File: src/rtl/fetch_ctrl.sv
// fetch_ctrl: single-outstanding instruction fetch sequencer.
// Issues one read at a time, buffers the returned word until decode takes it,
// and honours execute-stage redirects. A redirect that arrives while a read is
// in flight is remembered, so the late data is thrown away.
module fetch_ctrl #(
  parameter int DATA_W = 16
) (
  input  logic              clk,
  input  logic              rst,
  input  logic              stall_in,
  input  logic              redirect,
  input  logic [DATA_W-1:0] redirect_pc,
  input  logic              imem_done,
  input  logic [DATA_W-1:0] imem_data,
  output logic              imem_req,
  output logic [DATA_W-1:0] imem_addr,
  output logic              instr_valid,
  output logic [DATA_W-1:0] instr_out,
  output logic [DATA_W-1:0] pc_out,
  output logic [DATA_W-1:0] pc_plus2,
  output logic              halted
);

  typedef enum logic [1:0] {
    S_FETCH   = 2'd0,
    S_WAIT    = 2'd1,
    S_DELIVER = 2'd2,
    S_HALT    = 2'd3
  } state_t;

  // Next sequential PC; wraps naturally at the top of the address space.
  function automatic logic [DATA_W-1:0] inc2(input logic [DATA_W-1:0] a);
    return a + DATA_W'(2);
  endfunction

  // HALT is any word whose opcode field (top five bits) is zero.
  function automatic logic is_halt(input logic [DATA_W-1:0] w);
    return (w[DATA_W-1 -: 5] == 5'b00000);
  endfunction

  state_t            state_p0;
  logic [DATA_W-1:0] pc_p0;
  logic [DATA_W-1:0] instr_buf_p0;
  logic [DATA_W-1:0] buf_pc_p0;
  logic              pend_vld_p0;
  logic [DATA_W-1:0] pend_pc_p0;

  // ---- stage p0: fetch sequencer state ----
  // Sequencer: request, wait for memory, hold the word for decode, or stop on HALT.
  always_ff @(posedge clk) begin
    if (rst) begin
      state_p0     <= S_FETCH;
      pc_p0        <= '0;
      instr_buf_p0 <= '0;
      buf_pc_p0    <= '0;
      pend_vld_p0  <= 1'b0;
      pend_pc_p0   <= '0;
    end else begin
      case (state_p0)
        S_FETCH: begin
          if (redirect) begin
            pc_p0 <= redirect_pc;
          end else begin
            state_p0 <= S_WAIT;
          end
        end
        S_WAIT: begin
          if (imem_done) begin
            if (pend_vld_p0 || redirect) begin
              // Wrong-path data: drop it and restart at the newest target.
              pc_p0       <= redirect ? redirect_pc : pend_pc_p0;
              pend_vld_p0 <= 1'b0;
              state_p0    <= S_FETCH;
            end else begin
              instr_buf_p0 <= imem_data;
              buf_pc_p0    <= pc_p0;
              state_p0     <= S_DELIVER;
            end
          end else if (redirect) begin
            // Read still in flight; last redirect before the data wins.
            pend_vld_p0 <= 1'b1;
            pend_pc_p0  <= redirect_pc;
          end
        end
        S_DELIVER: begin
          if (redirect) begin
            pc_p0    <= redirect_pc;
            state_p0 <= S_FETCH;
          end else if (!stall_in) begin
            if (is_halt(instr_buf_p0)) begin
              state_p0 <= S_HALT;
            end else begin
              pc_p0    <= inc2(pc_p0);
              state_p0 <= S_FETCH;
            end
          end
        end
        S_HALT: begin
          state_p0 <= S_HALT;
        end
        default: begin
          state_p0 <= S_FETCH;
        end
      endcase
    end
  end

  // ---- outputs: decoded from stage p0, forced quiet while reset is held ----
  assign imem_req    = !rst && (state_p0 == S_FETCH) && !redirect;
  assign imem_addr   = pc_p0;
  assign instr_valid = !rst && (state_p0 == S_DELIVER);
  assign instr_out   = rst ? '0 : instr_buf_p0;
  assign pc_out      = rst ? '0 : buf_pc_p0;
  assign pc_plus2    = inc2(pc_out);
  assign halted      = !rst && (state_p0 == S_HALT);

endmodule

File: config.mk
export PLATFORM = sky130hd
export DESIGN_NAME = fetch_ctrl
export DESIGN_NICKNAME = d
export VERILOG_FILES = /design/src/rtl/fetch_ctrl.sv
export SDC_FILE = /design/constraint.sdc
export NUM_CORES = 1
export LEC_CHECK = 0
export BUFFER_PORTS_ARGS = -buffer_cell sky130_fd_sc_hd__buf_4
export CAP_MARGIN = 10
export CORE_ASPECT_RATIO = 0.8
export CORE_UTILIZATION = 56
export CTS_CLUSTER_SIZE = 10
export DETAILED_ROUTE_END_ITERATION = 12
export PLACE_DENSITY = 0.89
export SYNTH_ARGS = -nofsm -noshare
export SYNTH_HDL_FRONTEND = slang
export SYNTH_SLANG_ARGS = --single-unit
File: constraint.sdc
create_clock -name clk -period 4.4 [get_ports clk]
set_input_delay 0.44 -clock clk [delete_from_list [all_inputs] [get_ports clk]]
set_output_delay 0.44 -clock clk [all_outputs]
set_load 0.03 [all_outputs]
==> impl_metrics.yaml <==
critical_path:
  crit_path_cell_trace: "nor2b_1 > ha_1 > nand4_1 > nor4_1 > nand3_1 > xor2_1 > nor2_1 > buf_4"
  path_max_fanout: 4
  crit_path_start_kind: "flip-flop"
  crit_type: "reg2out"
  critPathArrivalTime_ps: 2450
  crit_required_ps: 3960
  crit_cells: 8
  cpMaxStageDelayCell: "sky130_fd_sc_hd__nor4_1"
  cp_top_family: "simple AND/OR/NAND/NOR gates"
  critPathCaptureType: "primary output"
  number_of_cells_traversed_by_the_worst_register_to_register_path: 8
  critPathMaxStageDelay_ps: 460
  worstPathBufferInverterCount: 1
power_and_ir_drop:
  cellLeakagePower_nw: 1.82
  peakVddDrop_v: 0.000231
  power.density_cell_area_nw_per_um2: 342
finish:
  flow.area_growth_from_synthesis_pct: 25.7
  drive_gt1_frac: 0.228
  antenna-diode-count: 0
  net_count_of_the_finished_layout: 610
job:
  drv_cap: 0
synthesis:
  synth_ff_type: "sky130_fd_sc_hd__dfxtp_1"
  synthCells: 485
  synthesis.area_per_instance_um2: 7.51
  synth.net_count: 530
  cell_type_with_the_largest_total_area_after_synthesis: "sky130_fd_sc_hd__dfxtp_1"
  synth-seq-cells: 67
  yosys-top-cells-count: "sky130_fd_sc_hd__nand2_1 (112), sky130_fd_sc_hd__dfxtp_1 (67), sky130_fd_sc_hd__a21oi_1 (60)"
  synth_top_cells_by_area: "sky130_fd_sc_hd__dfxtp_1 (37%), sky130_fd_sc_hd__nand2_1 (12%), sky130_fd_sc_hd__a21oi_1 (8.2%), sky130_fd_sc_hd__nor2b_1 (6.5%), sky130_fd_sc_hd__xnor2_1 (2.9%)"
  async_reset_ff_frac: 0
  synth-seq-area-share: 0.368
  most_frequently_used_cell_type_in_the_post_synthesis_netlist: "sky130_fd_sc_hd__nand2_1"
  yosys_warnings: 0
  yosysTopAreaCellShare: 0.368
  netlist-cell-type-count: 55
  synth_area_um2: 3640
  synth-edff-count: 0
die:
  placementRows: 25
  ioPinCount: 104
  die_w_um: 92.2
  die-area_um2: 6830
  die_h_um: 74.1
  initial_util: 0.597
  core-area_um2: 6100
sta:
  finalCritPeriodShare: 0.656
  period_minus_slack_ps: 2890
  fin_setup_tns_ps: 0
  final_hold_violation_count: 0
  slew_headroom: 0.235
  unrepaired_setup_endpoints_after_global_routing: "false"
  fin_worst_hold_slack_ps: 328
  tightestPinTransition_ps: 1150
  fmaxAchievable_mhz: 346
  worst_skew_ps: 4.32
  timing_max_transition_violations_final: 0
  setup_violations: 0
global_route:
  via_count_of_the_first_global_routing_pass: 3411
  overall_global_routing_usage: 0.288
  grt-ovfl-total: 0
  grt_max_degree: 80
  first_pass_grt_wire_length_um: 15600
  number_of_antenna_violations_at_the_first_check_in_global_routing: 0
clock_tree:
  postCtsSetupRepairBufs: 0
  cts-root-to-sink-buffers: 2
  clock_sink_count: 67
  htree_num_levels: 3
  tritoncts: "yes"
  cts_inserted_buffers: 9
  ctsRootBufferMaster: "sky130_fd_sc_hd__clkbuf_8"
  ctsResizeCount: 0
  ctsHoldBuffers: 0
  clock_latency_ps: 340
  path_clk_slew_ps: 70
route:
  drt_drc_violations_left: 0
  route.detailed.vias_per_inst: 5.80
  post_drt_wl_per_cell_um: 15.0
  first_iter_violations: 232
  wirelength_um: 9790
  antenna_left: 0
  via_count: 3779
  drt_pass1_iterations: 4
hold_path:
  holdPathStages: 2
  min_path_type: "in2reg"
placed_design:
  final_replace_weighted_congestion: 0.835
  hpwl_um: 6930
  io_buffers: 103
status:
  status: "completed"
==> final timing paths <==
kind | start | to | slack (ps)
worst max-delay path | buf_pc_p0[1] | pc_plus2[15] | 1510
worst min-delay path | imem_done | pend_vld_p0 | 330
worst max register to register | state_p0[0] | imem_addr[14] | 1760
worst min register to register | instr_buf_p0[3] | instr_buf_p0[3] | 460
==> layout make-up <==
cell class / count / area [um2]
Clock buffer: 9 / 124
Clock inverter: 7 / 68.8
Fill cell: 452 / 1520
Inverter: 8 / 30.0
Multi-Input combinational cell: 374 / 2120
Sequential cell: 67 / 1340
Tap cell: 81 / 101
Timing Repair Buffer: 105 / 788
==> cell families after synthesis <==
family | after synthesis | share of synthesized area
AOI/OAI and AO/OA | 117 | 0.206
and+or+nand+nor | 229 | 0.301
buffers and inverters | 44 | 0.0488
xor gates and xnor gates | 20 | 0.0481
DFF | 67 | 0.368
adders and majority gates | 8 | 0.0275
==> power breakdown <==
part	switching, W	internal (W)
sequential	0.0000594	0.000646
clock	0.000245	0.000259
combinational	0.000219	0.000138
total	0.000524	0.00104
==> registers in the layout, summed over array words and instances (netlist names) <==
| signal | flops |
|---|---|
| buf_pc_p0 | 16 |
| imem_addr | 16 |
| instr_buf_p0 | 16 |
| pend_pc_p0 | 16 |
| state_p0 | 2 |
| pend_vld_p0 | 1 |
==> cells in the final DEF (no fill, tap or decap), drive strengths merged, types with 2 or more instances in the layout <==
master,n
a22o,6
xor2,8
inv,8
nand4,6
nor4,4
nor2b,38
a311oi,4
buf,105
a221oi,3
nand2,112
nand2b,4
a211o,2
o21ai,11
dfxtp,67
xnor2,12
or2,2
a221o,5
nor2,24
a22oi,4
nand3b,4
o41ai,4
and4,3
clkbuf,9
nand3,18
clkinvlp,2
and2,2
nor3,3
a31oi,2
clkinv,4
a21oi,61
and3,4
nor3b,2
ha,8
a211oi,2
o211ai,2
==> worst reg2reg max path, delay by kind of cell, from the launching register on <==
| family | cells | cell delay (ps) |
|---|---|---|
| AOI/OAI and AO/OA | 3 | 910 |
| and+or+nand+nor | 2 | 720 |
| DFF | 1 | 370 |
| buffers and inverters | 2 | 290 |
| adders and majority gates | 1 | 280 |
==> per-stage QoR <==
step / util / worst slack, ps / area (um2) / std cells / power, W
after detailed placement: 0.719 / 1590 / 4390 / 635 / 0.00107
after global routing: 0.751 / 1300 / 4580 / 651 / 0.00163
after global placement: 0.719 / 1680 / 4390 / 635 / 0.00106
after CTS: 0.751 / 1540 / 4580 / 651 / 0.00156
after floorplan: - / 1180 / 3640 / 485 / 0.000944
final: 0.751 / 1510 / 4580 / 651 / 0.00157
==> per-layer routing <==
layer | global-route usage | routed length (um) | vias up | part of all wire
li1 | - | - | 1831 | -
met4 | 0.0885 | 140 | 0 | 0.014
met3 | 0.0726 | 712 | 15 | 0.073
met2 | 0.493 | 4790 | 162 | 0.49
met5 | 0 | 0 | - | 0
met1 | 0.365 | 4140 | 1771 | 0.42
(Power assumes the default switching activity.)
